### src/rtl/zclk_gen.sv
// Z80 CPU clock generator: derives the CPU clock level and its rise/fall
// strobes from the 28 MHz quarter strobes at 3.5, 7 or 14 MHz. Supports
// glitch-free turbo switching, wait-state stretching and a per-frame
// T-state counter.
module zclk_gen #(
  parameter int unsigned TCNT_W = 16
) (
  input  logic              clk,
  input  logic              rst_n,
  input  logic              c0,
  input  logic              c1,
  input  logic              c2,
  input  logic              c3,
  input  logic [1:0]        turbo_req,
  input  logic              stall,
  input  logic              frame_start,
  output logic              zclk,
  output logic              zpos,
  output logic              zneg,
  output logic [1:0]        turbo_cur,
  output logic [TCNT_W-1:0] tcnt
);

  typedef enum logic [1:0] {
    SPD_3M5     = 2'b00,
    SPD_7M      = 2'b01,
    SPD_14M     = 2'b10,
    SPD_14M_ALT = 2'b11
  } speed_e;

  logic              zclk_q, zclk_d;
  logic              zpos_q, zpos_d;
  logic              zneg_q, zneg_d;
  speed_e            turbo_cur_q, turbo_cur_d;
  logic              div_q, div_d;
  logic              pending_q, pending_d;
  logic [TCNT_W-1:0] tcnt_q, tcnt_d;

  logic   rise_slot, fall_slot;
  logic   do_rise, do_fall;
  logic   req_diff, apply;
  speed_e req_spd;

  // Edge scheduling, turbo switch arbitration and T-state counting
  always_comb begin
    rise_slot = 1'b0;
    fall_slot = 1'b0;
    case (turbo_cur_q)
      SPD_3M5: begin
        rise_slot = c0 & ~div_q;
        fall_slot = c0 & div_q;
      end
      SPD_7M: begin
        rise_slot = c0;
        fall_slot = c2;
      end
      default: begin
        rise_slot = c0 | c2;
        fall_slot = c1 | c3;
      end
    endcase

    do_rise = rise_slot & ~zclk_q & ~stall;
    do_fall = fall_slot & zclk_q;

    zclk_d = zclk_q;
    if (do_rise) begin
      zclk_d = 1'b1;
    end else if (do_fall) begin
      zclk_d = 1'b0;
    end
    zpos_d = do_rise;
    zneg_d = do_fall;

    // The switch gate looks at the post-edge level so that 14 MHz, which is
    // high entering every c3 slot, can still hand over on its c3 fall.
    req_spd     = speed_e'(turbo_req);
    req_diff    = (req_spd != turbo_cur_q);
    apply       = pending_q & req_diff & c3 & ~zclk_d;
    pending_d   = req_diff & ~apply;
    turbo_cur_d = apply ? req_spd : turbo_cur_q;

    div_d = div_q;
    if (apply) begin
      div_d = 1'b0;
    end else if (c0) begin
      div_d = ~div_q;
    end

    tcnt_d = frame_start ? '0 : tcnt_q;
    tcnt_d = tcnt_d + TCNT_W'(do_rise);
  end

  // State registers with asynchronous active-low reset
  always_ff @(posedge clk or negedge rst_n) begin
    if (!rst_n) begin
      zclk_q      <= 1'b0;
      zpos_q      <= 1'b0;
      zneg_q      <= 1'b0;
      turbo_cur_q <= SPD_3M5;
      div_q       <= 1'b0;
      pending_q   <= 1'b0;
      tcnt_q      <= '0;
    end else begin
      zclk_q      <= zclk_d;
      zpos_q      <= zpos_d;
      zneg_q      <= zneg_d;
      turbo_cur_q <= turbo_cur_d;
      div_q       <= div_d;
      pending_q   <= pending_d;
      tcnt_q      <= tcnt_d;
    end
  end

  assign zclk      = zclk_q;
  assign zpos      = zpos_q;
  assign zneg      = zneg_q;
  assign turbo_cur = turbo_cur_q;
  assign tcnt      = tcnt_q;

endmodule

### config.mk
export PLATFORM = sky130hd
export DESIGN_NAME = zclk_gen
export DESIGN_NICKNAME = d
export VERILOG_FILES = /design/src/rtl/zclk_gen.sv
export SDC_FILE = /design/constraint.sdc
export NUM_CORES = 1
export LEC_CHECK = 0
export ABC_AREA = 1
export CORE_MARGIN = 5
export CORE_UTILIZATION = 44
export CTS_BUF_LIST = sky130_fd_sc_hd__clkbuf_4 sky130_fd_sc_hd__clkbuf_8 sky130_fd_sc_hd__clkbuf_16
export CTS_CLUSTER_DIAMETER = 50
export DETAILED_ROUTE_END_ITERATION = 10
export PLACE_DENSITY = 0.81
export REMOVE_ABC_BUFFERS = 1
export SETUP_SLACK_MARGIN = 0.2
export SYNTH_ARGS = -nofsm -noshare
export SYNTH_HDL_FRONTEND = slang
export SYNTH_SLANG_ARGS = --single-unit
### constraint.sdc
create_clock -name clk -period 1.77 [get_ports clk]
set_clock_uncertainty 0.05 [all_clocks]
set_input_delay 0.2655 -clock clk [delete_from_list [all_inputs] [get_ports clk]]
set_output_delay 0.2655 -clock clk [all_outputs]
set_load 0.03 [all_outputs]
==> run summary, run 1 <==
Most prevalent standard cell on the critical path - sky130_fd_sc_hd__nand2_1
Share of power burned in the clock network - 15.4%
Shortest clock period the worst path allows after layout - 1.68 ns
Peak fanout along the critical path - 3
Final antenna-violating net count - 0
Final Instance Area - 0.00199 mm²
Asr flop ratio synth - 100%
Synth Instances - 167
Achievable clock frequency - 594 MHz
Top cell type's share of synthesized area - 42.6%
Horizontal extent of the die - 65.4 µm
Top-Level Pins - 31
CP cell instances - nor2_1, nand2_1, nand3_2, inv_2, ha_4, ha_4, buf_6, nand2_4, nor2_1, nand2_1, nand2_1
EDFF count, synth - 0
Number of pins exceeding their max-slew limit in the final report - 0
Cts bufs inserted - 3
Startpoint class of the critical path - register
Post-layout util - 66.3%
Run status - completed
Crit path setup slack, layout - 0.0879 ns
Footprint of the multi-input gates - 741 µm²
Remaining design rule violation count - 0
Setup-violating endpoint count in the final report - 0
Wire length per cell - 12.8 µm
Switching power - 0.650 mW
Standard cell with the maximum stage delay on the critical path - sky130_fd_sc_hd__dfrtp_1
Count of distinct cell types in the synthesized netlist - 25
Vias per inst - 4.75
Vias post-DR - 1240
Count of cell instances traversed by the critical path - 11
Global-route wire length before repair - 5510 µm
Clock network latency to the later pin of the worst-skew pair - 0.33 ns
Number of antenna violations at the first check in global routing - 0
Total die area - 0.00428 mm²
Fraction of power consumed by sequential logic - 39.0%
Register area - 576 µm²
Worst Tran Pin Value - 0.325 ns
Category of the critical setup timing path - register to register
Port buffer count - 30
Placed wire-length estimate - 2300 µm
Cell area reported after detailed placement - 0.00181 mm²
Final count of hold timing violations - 0
Fraction of final layout cells sized beyond drive strength 1 - 33.3%
Wirelength, routed - 3340 µm
Biggest cell delay along the critical path - 0.41 ns
Power per cell area - 843 mW/mm²
Capturing element type of the critical path - register
Logic depth of the worst register-to-register path - 11
Sum of buffers and inverters on the critical path - 2
Final worst-path cycle share - 95.0%
IR Drop Worst-Case VDD - 0.000553 V
Synthesized area per cell - 8.08 µm²
Part of the power in combinational logic - 45.6%
Primary FF master, synth - sky130_fd_sc_hd__dfrtp_1
Tightest slew margin relative to the limit - 78.4%
CTS clock-pin slew for the worst setup and hold paths - 0.14 ns
Family with the most delay on the worst path - simple AND/OR/NAND/NOR gates
Yosys reg bits - 23
Routability Congestion - 0.807
Via count of the first global-routing pass - 1187
1st-iter DRT viols - 76
Max-cap violations - 0
Data arrival time of the critical path - 1.86 ns
Cell with the most instances after synthesis - sky130_fd_sc_hd__nand2_1
Worst hold path class - input pin to async pin
Clock tree from TritonCTS - built
Die Y-Extent - 65.4 µm
Std-Cell Rows - 20
Root Buffer - sky130_fd_sc_hd__clkbuf_4
Area of the mapped netlist - 0.00135 mm²
Unrepaired setup endpoints after global routing - true
1st-pass router iterations - 4
Yosys top cell by area - sky130_fd_sc_hd__dfrtp_1
Dominant cells by area after synthesis - sky130_fd_sc_hd__dfrtp_1 (43%), sky130_fd_sc_hd__nand2_1 (13%), sky130_fd_sc_hd__inv_1 (7.2%)
Synth cell count leaders - sky130_fd_sc_hd__nand2_1 (46), sky130_fd_sc_hd__inv_1 (26), sky130_fd_sc_hd__dfrtp_1 (23)
Number of H-tree levels - 1
Num Clock Sinks - 23
Pin count of the biggest net entering global routing - 24
Max clock buf depth - 2
Launching instance or port of the critical path - turbo_cur[1]$_DFFE_PN0P_
Effective utilization at floorplan - 45.0%
Required time reported for the critical path endpoint - 1.95 ns
Pint - 1.03 mW
Proportion of total power due to net switching - 38.7%
Tot GR Track Use - 16.5%
Core region area - 0.00300 mm²
Total power after layout - 1.68 mW
Leakage power of the design - 1.06 nW
Launch instance of the worst register-to-register path - turbo_cur[1]$_DFFE_PN0P_
Net count of the finished layout - 241
Post-route setup TNS - 0 ns
Filler cell count - 238
Share of the yosys chip area belonging to registers - 42.6%
Number of antenna repair diodes - 0
Warnings from Yosys - 0
Worst slack, placed - -0.285 ns
Growth of design area from synthesis to finish - 47.5%
GRT Residual Overflow - 0
[layer usage]
layer / wire, µm / track usage [%]
met2: 1560 / 25.2
met3: 95 / 1.71
met5: 0 / 0
met4: 88 / 7.77
met1: 1600 / 23.3
[worst register-to-register path, stage by stage (launching register included)]
cell                      delay [ns]
sky130_fd_sc_hd__dfrtp_1        0.41
sky130_fd_sc_hd__nor2_1         0.19
sky130_fd_sc_hd__nand2_1        0.11
sky130_fd_sc_hd__nand3_2        0.11
sky130_fd_sc_hd__inv_2          0.06
sky130_fd_sc_hd__ha_4           0.18
sky130_fd_sc_hd__ha_4           0.17
sky130_fd_sc_hd__buf_6          0.11
sky130_fd_sc_hd__nand2_4        0.06
sky130_fd_sc_hd__nor2_1         0.04
sky130_fd_sc_hd__nand2_1        0.05
sky130_fd_sc_hd__nand2_1        0.04
[metrics by stage]
stage / instances / hold slack [ns]
6_report: 261 / 0.217
3_5_place_dp: 246 / 0.468
2_1_floorplan: 166 / -0.0801
3_3_place_gp: 246 / 0.484
5_1_grt: 261 / 0.239
4_1_cts: 259 / 0.233
[flip-flops by register name, indices dropped and copies added, names as in the netlist]
signal / flops
tcnt: 16
turbo_cur: 2
div_q: 1
pending_q: 1
zclk: 1
zneg: 1
zpos: 1
[final cells by class]
cell class / instances / share of cell area (%)
timing repair buffer: 58 / 24.9
multi-input combinational: 114 / 37.2
tap: 33 / 2.07
inverter: 29 / 5.53
sequential: 23 / 28.9
clock buffer: 3 / 1.13
clock inverter: 1 / 0.251
[kinds of logic (layout without fill, tap and decap cells)]
| kind of cell | count (synthesis) | in the layout | share of synthesized area [%] |
|---|---|---|---|
| fa+ha+maj | 2 | 2 | 1.85 |
| flops | 23 | 23 | 42.6 |
| buf+inv | 30 | 91 | 8.99 |
| xor+xnor | 8 | 8 | 5.19 |
| simple gates | 99 | 99 | 38.8 |
| compound gates | 5 | 5 | 2.50 |
[power by group through the flow]
stage | clock [mW] | sequential, mW | combinational [mW]
6_report | 0.258 | 0.655 | 0.765
5_1_grt | 0.283 | 0.667 | 0.817
4_1_cts | 0.262 | 0.653 | 0.716
3_5_place_dp | 0 | 0.670 | 0.601
3_3_place_gp | 0 | 0.670 | 0.596
2_1_floorplan | 0 | 0.800 | 0.190
[layout by cell type (no fill, tap or decap), types with 3 or more instances in the layout]
cell type / n
sky130_fd_sc_hd__nand3_2: 4
sky130_fd_sc_hd__inv_2: 5
sky130_fd_sc_hd__nand2_2: 8
sky130_fd_sc_hd__dlygate4sd2_1: 18
sky130_fd_sc_hd__nor2_2: 6
sky130_fd_sc_hd__xor2_1: 3
sky130_fd_sc_hd__xnor2_1: 3
sky130_fd_sc_hd__nor2_1: 11
sky130_fd_sc_hd__inv_1: 23
sky130_fd_sc_hd__nand2_1: 43
sky130_fd_sc_hd__buf_6: 4
sky130_fd_sc_hd__nand4_1: 5
sky130_fd_sc_hd__dfrtp_1: 23
sky130_fd_sc_hd__clkbuf_4: 3
sky130_fd_sc_hd__buf_4: 24
sky130_fd_sc_hd__nand3_1: 9
sky130_fd_sc_hd__clkdlybuf4s50_1: 8
sky130_fd_sc_hd__nor2_4: 8
[final timing paths]
kind                                            to  slack, ns
worst min-delay path            tcnt[13]$_DFF_PN0_       0.22
worst min register to register   tcnt[3]$_DFF_PN0_       0.47
worst max-delay path            tcnt[14]$_DFF_PN0_       0.09
max in group asynchronous           zclk$_DFF_PN0_       1.23
worst max register to register  tcnt[14]$_DFF_PN0_       0.09
min in group clk                 tcnt[0]$_DFF_PN0_       0.39
[repair_timing]
action / 4_1_cts / 5_1_grt
buffers inserted: 9 / 2
pin swaps: 8 / 7
hold buffers: 0 / 0
resized for setup: 32 / 20
endpoints found under the setup margin: 34 / 22
Power figures use the tool's default switching activity.
==> inputs of run 2 (changes only) <==
- PLACE_DENSITY: 0.81 -> 0.82
==> run 2 against run 1 <==
- utilization increased by 0.71 points
- fmax increased by 1.7%
- critical endpoint is now tcnt[2]$_DFF_PN0_
- highest routed layer unchanged
- largest cell class unchanged
- final area increased by 1.1%
- via count increased by 2.4%
- sequential cell count unchanged
- critical path depth decreased by 1
- first-iteration DRC count decreased by 16%
- clock power about the same
- sequential share of layout area decreased by 0.31 points
- sequential power increased by 2%
- combinational power increased by 5.8%
- final cell count decreased by 1.5%
==> run summary, run 2 (synthesized netlist as in run 1, its figures left out) <==
Vias per inst - 4.94
Sum of buffers and inverters on the critical path - 4
Launching instance or port of the critical path - turbo_cur[1]$_DFFE_PN0P_
Die Y-Extent - 65.4 µm
Std-Cell Rows - 20
Placed wire-length estimate - 2340 µm
Tot GR Track Use - 16.6%
Logic depth of the worst register-to-register path - 10
Num Clock Sinks - 23
Worst hold path class - input pin to async pin
IR Drop Worst-Case VDD - 0.000480 V
Capturing element type of the critical path - register
CTS clock-pin slew for the worst setup and hold paths - 0.14 ns
Total die area - 0.00428 mm²
Wire length per cell - 13.9 µm
Endpoint of the worst-slack reg-to-reg timing path - tcnt[2]$_DFF_PN0_
Number of antenna violations at the first check in global routing - 0
Number of placed instances, taps included - 246
Fraction of final layout cells sized beyond drive strength 1 - 33.9%
Final antenna-violating net count - 0
Core region area - 0.00300 mm²
GRT Residual Overflow - 0
Global-route wire length before repair - 5530 µm
Routability Congestion - 0.828
Clock tree from TritonCTS - built
Worst Tran Pin Value - 0.324 ns
Run status - completed
Growth of design area from synthesis to finish - 49.0%
Crit path setup slack, layout - 0.116 ns
Final count of hold timing violations - 0
Final worst-path cycle share - 93.4%
Shortest clock period the worst path allows after layout - 1.65 ns
Most prevalent standard cell on the critical path - sky130_fd_sc_hd__ha_4
Peak fanout along the critical path - 3
Unrepaired setup endpoints after global routing - true
Via count of the first global-routing pass - 1220
Startpoint class of the critical path - register
Leakage power of the design - 1.05 nW
Final non-filler cell total - 257
Pin count of the biggest net entering global routing - 24
Number of pins exceeding their max-slew limit in the final report - 0
Horizontal extent of the die - 65.4 µm
Vias post-DR - 1270
Worst slack, placed - -0.315 ns
Standard cell with the maximum stage delay on the critical path - sky130_fd_sc_hd__dfrtp_1
1st-pass router iterations - 4
Cts bufs inserted - 3
Family with the most delay on the worst path - flip-flops
Number of flip-flops under the largest register name - 16
Effective utilization at floorplan - 45.0%
Worst reg2reg setup slack - 0.12 ns
Achievable clock frequency - 605 MHz
Max clock buf depth - 2
Biggest cell delay along the critical path - 0.43 ns
Clock network latency to the later pin of the worst-skew pair - 0.32 ns
Launch instance of the worst register-to-register path - turbo_cur[1]$_DFFE_PN0P_
Port buffer count - 30
Data arrival time of the critical path - 1.86 ns
Category of the critical setup timing path - register to register
CTS Hold Bufs - 0
Net count of the finished layout - 237
Setup-violating endpoint count in the final report - 0
Highest-count cells in the layout ignoring fill and taps - sky130_fd_sc_hd__nand2_1 (44), sky130_fd_sc_hd__inv_1 (23), sky130_fd_sc_hd__dfrtp_1 (23)
Top-Level Pins - 31
Number of H-tree levels - 1
Wirelength, routed - 3570 µm
Post-layout util - 67.0%
Max-cap violations - 0
1st-iter DRT viols - 64
Remaining design rule violation count - 0
Required time reported for the critical path endpoint - 1.98 ns
Filler cell count - 234
Root Buffer - sky130_fd_sc_hd__clkbuf_4
CP cell instances - nor2_2, nand2_1, nand3_2, inv_2, ha_4, ha_4, inv_4, buf_4, buf_6, xor2_1
Power per cell area - 863 mW/mm²
Most common cell after layout, fill and taps aside - sky130_fd_sc_hd__nand2_1
Number of antenna repair diodes - 0
Tightest slew margin relative to the limit - 78.5%
Worst hold slack - 0.217 ns
-- run 2: cell count changes in the layout (fill, tap and decap cells not counted), moves of 2 or more --
cell,previous run,this run
sky130_fd_sc_hd__nand3_1,9,7
sky130_fd_sc_hd__nor2_2,6,9
sky130_fd_sc_hd__inv_2,5,3
sky130_fd_sc_hd__inv_4,0,2
sky130_fd_sc_hd__nand3_4,0,3
sky130_fd_sc_hd__nor2_1,11,8
sky130_fd_sc_hd__buf_4,24,19
-- run 2: worst max-delay path by stage --
| stage | endpoint | depth (start not counted) |
|---|---|---|
| 2_1_floorplan | tcnt[8]$_DFF_PN0_ | 10 |
| 3_3_place_gp | tcnt[8]$_DFF_PN0_ | 11 |
| 3_5_place_dp | tcnt[8]$_DFF_PN0_ | 11 |
| 4_1_cts | turbo_cur[1] | 3 |
| 5_1_grt | tcnt[8]$_DFF_PN0_ | 10 |
| 6_report | tcnt[2]$_DFF_PN0_ | 10 |
-- run 2: area by class of cell --
| cell class | count | area [µm²] | area share [%] |
|---|---|---|---|
| clock buffer | 3 | 22.5 | 1.12 |
| clock inverter | 1 | 7.51 | 0.373 |
| inverter | 29 | 115 | 5.72 |
| multi-input combinational | 114 | 782 | 38.9 |
| sequential | 23 | 576 | 28.6 |
| tap | 33 | 41.3 | 2.05 |
| timing repair buffer | 54 | 468 | 23.3 |
-- run 2: worst register-to-register path: cells and delay by family, from the launching register on --
kind / cells / cell delay [ns]
buffers and inverters: 4 / 0.30
and+or+nand+nor: 3 / 0.32
adders and majority gates: 2 / 0.35
xor gates and xnor gates: 1 / 0.13
DFF: 1 / 0.43
-- run 2: repair_timing --
| item | CTS | global route |
|---|---|---|
| pin swaps | 5 | 14 |
| gates resized for setup | 33 | 27 |
| setup endpoints to repair | 34 | 20 |
| setup buffers | 5 | 2 |
-- run 2: routing by layer --
metal,global-route usage (%),vias up,part of all wire [%]
li1,-,625,-
met1,23.3,601,43
met2,26.5,36,51
met3,1.20,8,3.6
met4,6.74,0,2.2
met5,0,-,0
-- run 2: where the power goes --
part	switching, mW	leakage (nW)	total, mW	internal (mW)
registers	0.0600	0.310	0.668	0.608
logic	0.465	0.728	0.809	0.344
clock network	0.173	0.0139	0.260	0.0865
-- run 2: metrics by stage --
step	power, mW	setup TNS (ns)	cell area, µm²
after detailed placement	1.28	-2.85	1810
after global routing	1.83	0	2010
after floorplan	0.989	-0.442	1340
final	1.74	0	2010
after global placement	1.27	-2.08	1810
after CTS	1.59	0	1900
==> inputs of run 3 (changes only) <==
- CORE_UTILIZATION: 44 -> 55
- DONT_BUFFER_PORTS: default -> 1
- PLACE_DENSITY: 0.82 -> 0.81
==> run 3 against run 2 <==
- setup slack improved by 0.059 ns
- clock-buffer cell count unchanged
- highest routed layer unchanged
- register-to-register slack gained 0.06 ns
- critical path type unchanged
==> run summary, run 3 (synthesized netlist as in run 1, its figures left out) <==
Final Instance Area - 0.00171 mm²
Die Y-Extent - 59.5 µm
Remaining design rule violation count - 0
Required time reported for the critical path endpoint - 1.95 ns
Final count of hold timing violations - 0
Number of flip-flops under the largest register name - 16
Horizontal extent of the die - 59.5 µm
Vias per inst - 5.29
Core region area - 0.00241 mm²
Data arrival time of the critical path - 1.77 ns
Via count of the first global-routing pass - 1292
Setup-violating endpoint count in the final report - 0
Shortest clock period the worst path allows after layout - 1.59 ns
Port buffer count - 0
Power per cell area - 880 mW/mm²
Capturing element type of the critical path - register
IR Drop Worst-Case VDD - 0.000909 V
Number of antenna repair diodes - 0
1st-iter DRT viols - 65
Vias post-DR - 1207
Max clock buf depth - 2
Leakage power of the design - 0.852 nW
Tot GR Track Use - 20.7%
Top-Level Pins - 31
Routability Congestion - 0.845
Placed wire-length estimate - 2340 µm
Cts bufs inserted - 3
Number of pins exceeding their max-slew limit in the final report - 0
Achievable clock frequency - 627 MHz
Pin count of the biggest net entering global routing - 24
Total die area - 0.00355 mm²
Final worst-path cycle share - 90.1%
Root Buffer - sky130_fd_sc_hd__clkbuf_4
Worst Tran Pin Value - 1.04 ns
Most common cell after layout, fill and taps aside - sky130_fd_sc_hd__nand2_1
Filler cell count - 180
Run status - completed
GRT Residual Overflow - 0
Worst slack, placed - 0.0470 ns
Total power after layout - 1.50 mW
Tightest slew margin relative to the limit - 30.6%
Final antenna-violating net count - 0
Fraction of final layout cells sized beyond drive strength 1 - 35.9%
Std-Cell Rows - 18
Number of antenna violations at the first check in global routing - 0
1st-pass router iterations - 4
Effective utilization at floorplan - 56.0%
Cell area reported after detailed placement - 0.00152 mm²
Peak fanout along the critical path - 4
Clock tree from TritonCTS - built
Unrepaired setup endpoints after global routing - true
CTS clock-pin slew for the worst setup and hold paths - 0.14 ns
Category of the critical setup timing path - register to register
Worst hold path class - input pin to register
Wire length per cell - 14.3 µm
Net count of the finished layout - 211
Max-cap violations - 0
Growth of design area from synthesis to finish - 26.4%
Num Clock Sinks - 23
Wirelength, routed - 3260 µm
Crit path setup slack, layout - 0.175 ns
Clock network latency to the later pin of the worst-skew pair - 0.34 ns
Startpoint class of the critical path - register
Post-route setup TNS - 0 ns
Number of H-tree levels - 1
Global-route wire length before repair - 5470 µm
Highest-count cells in the layout ignoring fill and taps - sky130_fd_sc_hd__nand2_1 (45), sky130_fd_sc_hd__buf_4 (25), sky130_fd_sc_hd__inv_1 (24)
## run 3: cell types whose count changed in the layout (fill, tap and decap cells not counted), moves of 3 or more
cell	delta
sky130_fd_sc_hd__buf_4	+6
sky130_fd_sc_hd__buf_6	-3
sky130_fd_sc_hd__clkdlybuf4s50_1	-8
sky130_fd_sc_hd__dlygate4sd2_1	-19
sky130_fd_sc_hd__nand3_4	-3
## run 3: final cells by class
type	instances	area [µm²]	share of cell area (%)
sequential	23	576	33.7
multi-input combinational	114	733	43.0
clock buffer	3	22.5	1.32
tap	30	37.5	2.20
clock inverter	1	5.00	0.293
timing repair buffer	28	220	12.9
inverter	29	113	6.60
## run 3: path summary, 6_finish.rpt
| path | start | endpoint | slack (ns) | depth (start not counted) |
|---|---|---|---|---|
| setup / recovery | zclk$_DFF_PN0_ | tcnt[9]$_DFF_PN0_ | 0.18 | 8 |
| hold / removal | turbo_req[0] | turbo_cur[0]$_DFFE_PN0P_ | 0.02 | 2 |
| setup reg to reg | zclk$_DFF_PN0_ | tcnt[9]$_DFF_PN0_ | 0.18 | 8 |
| hold reg to reg | div_q$_DFFE_PN0P_ | div_q$_DFFE_PN0P_ | 0.54 | 3 |
| max in group asynchronous | rst_n | pending_q$_DFF_PN0_ | 0.55 | 1 |
| min in group asynchronous | rst_n | tcnt[6]$_DFF_PN0_ | 0.49 | 1 |
## run 3: through the flow
stage | hold slack, ns | std cells | utilization (%)
3_3_place_gp | -0.0794 | 215 | 63.0
3_5_place_dp | -0.0794 | 215 | 63.0
5_1_grt | 0.0308 | 228 | 70.8
6_report | 0.0222 | 228 | 70.8
4_1_cts | 0.0134 | 225 | 68.5
2_1_floorplan | -0.0801 | 166 | -
## run 3: report_power, final
part | total [mW] | switching, mW | internal (mW)
Combinational | 0.543 | 0.330 | 0.213
Sequential | 0.696 | 0.0881 | 0.608
Clock | 0.263 | 0.178 | 0.0851
## run 3: layer usage
layer / GRT usage, % / vias up / wire length (µm)
met2: 38.7 / 52 / 1750
met3: 3.05 / 9 / 233
met4: 12.3 / 0 / 93
met5: 0 / - / 0
li1: - / 575 / -
met1: 21.4 / 571 / 1190
## run 3: what timing repair did
item	CTS	global route
buffers inserted	5	3
pin swaps	5	7
hold buffers	1	0
hold endpoints to repair	23	0
endpoints found under the setup margin	12	12
resized for setup	12	10
## run 3: worst max-delay path: stages, from the launching register on
cell	delay, ns
sky130_fd_sc_hd__dfrtp_1	0.42
sky130_fd_sc_hd__nor2_2	0.10
sky130_fd_sc_hd__nand3_2	0.10
sky130_fd_sc_hd__inv_2	0.09
sky130_fd_sc_hd__ha_4	0.16
sky130_fd_sc_hd__nand4_4	0.14
sky130_fd_sc_hd__nor2_4	0.18
sky130_fd_sc_hd__nand3_2	0.09
sky130_fd_sc_hd__xor2_1	0.15
